**src/rtl/mem_arbiter.sv**
```systemverilog
// Fetch/data arbiter onto one single-port memory, one transaction at a time.
// Every output is registered; an ack cycle is also an IDLE cycle, so the next grant can issue in it.
module mem_arbiter #(
   parameter int MEM_LAT    = 2,
   parameter int STARVE_MAX = 2
) (
   input  logic        tb_clk,
   input  logic        n_rst,
   input  logic        i_req,
   input  logic [31:0] i_addr,
   output logic        i_ack,
   output logic [31:0] i_rdata,
   input  logic        d_req,
   input  logic        d_we,
   input  logic [31:0] d_addr,
   input  logic [31:0] d_wdata,
   output logic        d_ack,
   output logic [31:0] d_rdata,
   output logic [31:0] m_addr,
   output logic [31:0] m_wdata,
   output logic        m_we,
   output logic        m_oe,
   input  logic [31:0] m_rdata,
   output logic        busy
);

   typedef enum logic [1:0] {IDLE, RD, WR} state_t;

   localparam int SW = (STARVE_MAX < 2) ? 1 : $clog2(STARVE_MAX + 1);
   localparam logic [SW-1:0] SMAX = SW'(STARVE_MAX);
   localparam logic [2:0]    LAT  = 3'(MEM_LAT);

   state_t        state, state_n;
   logic [2:0]    cnt, cnt_n;
   logic [SW-1:0] starve, starve_n;
   logic          own_d, own_d_n;
   logic          i_ack_n, d_ack_n, m_we_n, m_oe_n, busy_n;
   logic [31:0]   i_rdata_n, d_rdata_n, m_addr_n, m_wdata_n;
   logic          pick_d, pick_i, gnt_d, gnt_i;
   logic          unused_bits;

   assign unused_bits = ^{i_addr[1:0], d_addr[1:0]};

   // The winner is chosen from raw requests; if the winner is being acked this
   // cycle nobody is granted, so a held request cannot double-issue and the
   // loser cannot sneak in ahead of the starvation count.
   assign pick_d = d_req & (~i_req | (starve != SMAX));
   assign pick_i = i_req & ~pick_d;
   assign gnt_d  = pick_d & ~d_ack;
   assign gnt_i  = pick_i & ~i_ack;

   always_ff @(posedge tb_clk or negedge n_rst) begin
      if (!n_rst) begin
         state   <= IDLE;
         cnt     <= '0;
         starve  <= '0;
         own_d   <= 1'b0;
         i_ack   <= 1'b0;
         d_ack   <= 1'b0;
         i_rdata <= '0;
         d_rdata <= '0;
         m_addr  <= '0;
         m_wdata <= '0;
         m_we    <= 1'b0;
         m_oe    <= 1'b0;
         busy    <= 1'b0;
      end else begin
         state   <= state_n;
         cnt     <= cnt_n;
         starve  <= starve_n;
         own_d   <= own_d_n;
         i_ack   <= i_ack_n;
         d_ack   <= d_ack_n;
         i_rdata <= i_rdata_n;
         d_rdata <= d_rdata_n;
         m_addr  <= m_addr_n;
         m_wdata <= m_wdata_n;
         m_we    <= m_we_n;
         m_oe    <= m_oe_n;
         busy    <= busy_n;
      end
   end

   always_comb begin
      state_n   = state;
      cnt_n     = cnt;
      starve_n  = starve;
      own_d_n   = own_d;
      i_ack_n   = 1'b0;
      d_ack_n   = 1'b0;
      i_rdata_n = i_rdata;
      d_rdata_n = d_rdata;
      m_addr_n  = '0;
      m_wdata_n = '0;
      m_we_n    = 1'b0;
      m_oe_n    = 1'b0;
      busy_n    = 1'b0;
      case (state)
         IDLE: begin
            if (gnt_d) begin
               own_d_n  = 1'b1;
               m_addr_n = {d_addr[31:2], 2'b00};
               busy_n   = 1'b1;
               if (i_req && starve != SMAX)
                  starve_n = starve + 1'b1;
               if (d_we) begin
                  state_n   = WR;
                  m_we_n    = 1'b1;
                  m_wdata_n = d_wdata;
               end else begin
                  state_n = RD;
                  m_oe_n  = 1'b1;
                  cnt_n   = 3'd1;
               end
            end else if (gnt_i) begin
               own_d_n  = 1'b0;
               state_n  = RD;
               m_addr_n = {i_addr[31:2], 2'b00};
               m_oe_n   = 1'b1;
               cnt_n    = 3'd1;
               busy_n   = 1'b1;
               starve_n = '0;
            end
         end
         RD: begin
            if (cnt == LAT) begin
               state_n = IDLE;
               if (own_d) begin
                  d_rdata_n = m_rdata;
                  d_ack_n   = 1'b1;
               end else begin
                  i_rdata_n = m_rdata;
                  i_ack_n   = 1'b1;
               end
            end else begin
               cnt_n    = cnt + 3'd1;
               m_oe_n   = 1'b1;
               m_addr_n = m_addr;
               busy_n   = 1'b1;
            end
         end
         WR: begin
            state_n = IDLE;
            d_ack_n = 1'b1;
         end
         default: state_n = IDLE;
      endcase
   end

endmodule
```
**config.mk**
```make
export PLATFORM = sky130hd
export DESIGN_NAME = mem_arbiter
export DESIGN_NICKNAME = d
export VERILOG_FILES = /design/src/rtl/mem_arbiter.sv
export SDC_FILE = /design/constraint.sdc
export NUM_CORES = 1
export LEC_CHECK = 0
export CAP_MARGIN = 20
export CORE_MARGIN = 2
export CORE_UTILIZATION = 40
export CTS_BUF_LIST = sky130_fd_sc_hd__clkbuf_8
export DETAILED_ROUTE_END_ITERATION = 8
export PLACE_DENSITY = 0.79
export RECOVER_POWER = 100
export SLEW_MARGIN = 20
export SYNTH_ARGS = -nofsm -noshare
export SYNTH_HDL_FRONTEND = slang
export SYNTH_SLANG_ARGS = --single-unit
```
**constraint.sdc**
```tcl
create_clock -name tb_clk -period 2.4 [get_ports tb_clk]
set_input_delay 0.36 -clock tb_clk [delete_from_list [all_inputs] [get_ports tb_clk]]
set_output_delay 0.36 -clock tb_clk [all_outputs]
set_load 0.05 [all_outputs]
```
==> out/metrics.cfg <==
[run_status]
outcome = finished, violations left
violations = capacitance limit, slew limit

[finish]
diodes = 0
drive_gt1_share_pct = 14.6
area_delta_synth_final_pct = 57.8
num-nets-final = 813
final_cell_area_um2 = 8610
final_cell_count_no_fill = 862

[yosys]
synth_warnings = 0
synth_cells = 412
ys_seq_area_share_pct = 63.7
synth.distinct_cells = 36
ys_seq_elements = 139
syn-cell-area_um2 = 5460
avgSynthCellArea_um2 = 13.2

[run]
max-cap-violations = 1

[critical_path]
cp.required_ns = 2.04
cp.depth = 1
reg2regPathDepth = 6
cp_top_family = buffers and inverters
critPathBufInv = 1
slowest_delay_ns = 0.89
crit_chain = dlygate4sd3_1
r2r_slack_ns = 0.31
path_class = reg2out
r2r-end = m_wdata[9]
endpoint_kind = output port
critPathMaxFanout = 4
worstPathArrival_ns = 1.74
cp_slowest_cell = dlygate4sd3_1
timing.rr.start = state[0]
crit_path_start_kind = register

[clock_tree]
clk_pin_slew_ns = 0.08
cts_resized = 0
post_cts_buffers = 0
cts_sinks = 139
clock_latency_ns = 0.45
cts_tree = done
clk_path_buf_depth = 2
cts-root-buf = clkbuf_8
cts-buffers-inserted = 17
h-tree-depth = 4
ctsHoldBuffers = 1

[timing]
fin_crit_sh_pct = 87.6
holdWs_ns = 0.463
worst_pin_slew_ns = 1.63
rsz0062_at_grt = no
setup_tns_ns = 0
fmax_mhz = 476
setup_viol = 0
hold_viol_final = 0
drv_slew = 62
skew_ns = 0.0111
finalWorstSetupSlack_ns = 0.297
period_needed_ns = 2.10
slew_headroom_pct = -8.44

[floorplan]
die_x_um = 121
rows = 42
dieArea_um2 = 14600
core_area_um2 = 13300
start_util_pct = 41.0
die_h_um = 121
num_io_pins = 266

[grt]
grt_util_met1_pct = 22.8
grt_max_degree = 64
gr-total-overflow = 0
grt_use_met2_pct = 34.9
grt_pass1_vias = 4414
antenna_found_initial = 0
grt_pass1_wl_mm = 23.1
grt_usage_pct = 21.0
top_usage_layer = met2
use_met3_pct = 11.2

[routing]
wire_per_inst_um = 17.2
firstDrtPassIters = 4
vias_per_cell = 4.90
drcViolationCount = 0
ant_nets = 0
drt_iter0_drc = 213
routed_wl_mm = 14.8
vias = 4227

[hold_path]
hold_class = in2reg
hold-path-cell-count = 2
holdPathEnd = m_wdata[16]
hp-start = d_wdata[16]

[place]
dpl.hpwl_mm = 11.1
portBuffers = 259
post-place-ws_ns = 0.215
place_inst = 830
place_congestion = 0.767
postPlaceCellArea_um2 = 8250

[power_and_ir_drop]
ir_worst_vdd_v = 0.000684
p_leak_uw = 0.00403
cellPowerDensity_nw_per_um2 = 1330

-- routing by layer --
metal,wire length (um),share of wire (%),vias up
met2,7350,50,211
li1,-,-,1944
met3,1930,13,14
met4,214,1.4,0
met5,0,0,-
met1,5350,36,2058
-- power breakdown --
group | internal (uW) | total [uW] | switching (uW)
logic | 1870 | 5920 | 4050
clock network | 1040 | 1910 | 872
registers | 3180 | 3580 | 405
total | 6090 | 11400 | 5330
-- worst max path at each step --
stage,startpoint,endpoint,slack [ns]
2_1_floorplan,d_ack,cnt[0],0.66
3_3_place_gp,i_req,m_addr[24],0.33
3_5_place_dp,i_req,m_addr[20],0.22
4_1_cts,d_ack,d_ack,0.32
5_1_grt,state[1],m_wdata[23],0.12
6_report,d_ack,d_ack,0.30
-- flip-flops by register name, indices dropped and copies added, names as in the netlist --
| register | count |
|---|---|
| d_rdata | 32 |
| i_rdata | 32 |
| m_wdata | 32 |
| m_addr | 30 |
| cnt | 3 |
| starve | 2 |
| state | 2 |
| busy | 1 |
| d_ack | 1 |
| i_ack | 1 |
| m_oe | 1 |
| m_we | 1 |
| own_d | 1 |
-- synth_stat cells --
| cell type | n | area share [%] |
|---|---|---|
| a211o_1 | 1 | 0.16 |
| nand3_1 | 1 | 0.092 |
| nand3b_1 | 1 | 0.14 |
| o21ai_0 | 5 | 0.46 |
| o22a_1 | 1 | 0.16 |
| dfrtp_1 | 139 | 64 |
| nor2_1 | 2 | 0.14 |
| nor3_1 | 1 | 0.092 |
| nor2b_1 | 2 | 0.23 |
| nand4_2 | 1 | 0.23 |
| or3_1 | 1 | 0.11 |
| clkbuf_1 | 7 | 0.48 |
| a21boi_0 | 1 | 0.14 |
| and2_4 | 1 | 0.16 |
| a2111o_1 | 1 | 0.21 |
| o221ai_1 | 1 | 0.16 |
| conb_1 | 1 | 0.069 |
| mux2_1 | 9 | 1.9 |
| nand2b_4 | 1 | 0.25 |
| and3b_1 | 1 | 0.16 |
| buf_4 | 6 | 0.83 |
| o21ai_1 | 30 | 2.8 |
| inv_1 | 7 | 0.48 |
| a2bb2oi_2 | 1 | 0.28 |
| mux2_2 | 58 | 12 |
| buf_2 | 14 | 1.3 |
| nor3_4 | 1 | 0.30 |
| nand2b_1 | 2 | 0.23 |
| a21oi_1 | 2 | 0.18 |
| a211oi_2 | 1 | 0.23 |
| a22oi_1 | 30 | 4.1 |
| nand2_1 | 40 | 2.8 |
| a22o_1 | 1 | 0.16 |
| ha_1 | 6 | 1.4 |
| and2_1 | 34 | 3.9 |
| nor2_2 | 1 | 0.11 |
-- placed cells by master (no fill, tap or decap), drive strengths merged, types with 2 or more instances in the layout --
| cell | synthesis | layout |
|---|---|---|
| dlygate4sd3 | 0 | 132 |
| clkinv | 0 | 4 |
| a22oi | 30 | 30 |
| nor3 | 2 | 2 |
| nand2b | 3 | 3 |
| dfrtp | 139 | 139 |
| o21ai | 35 | 35 |
| clkinvlp | 0 | 3 |
| nand2 | 40 | 40 |
| clkdlybuf4s50 | 0 | 127 |
| mux2 | 67 | 67 |
| buf | 20 | 7 |
| conb | 1 | 2 |
| bufinv | 0 | 3 |
| a21oi | 2 | 2 |
| nor2 | 3 | 3 |
| and2 | 35 | 35 |
| nor2b | 2 | 2 |
| inv | 7 | 10 |
| clkbuf | 7 | 21 |
| ha | 6 | 6 |
-- kinds of logic after synthesis --
group           count (synthesis)  share of synthesized area [%]
simple gates                   90                           8.90
buf+inv                        34                           3.07
compound gates                 75                           9.01
other cells                     1                         0.0687
mux                            67                           13.8
flops                         139                           63.7
fa+ha+maj                       6                           1.38
-- per-stage QoR --
stage	utilization, %	total power [uW]
after global placement	62.0	9840
after CTS	65.1	12000
after global routing	64.8	12000
final	64.8	11400
after floorplan	-	7680
after detailed placement	62.0	9990
-- final cells by class --
cell class / instances / area (um2)
sequential: 139 / 3480
inverter: 7 / 26.3
timing repair buffer: 269 / 2700
fill: 964 / 4680
multi-input combinational: 240 / 1790
clock buffer: 18 / 248
tap: 176 / 220
clock inverter: 13 / 153
Note: power is estimated with default switching activity, not from simulation.
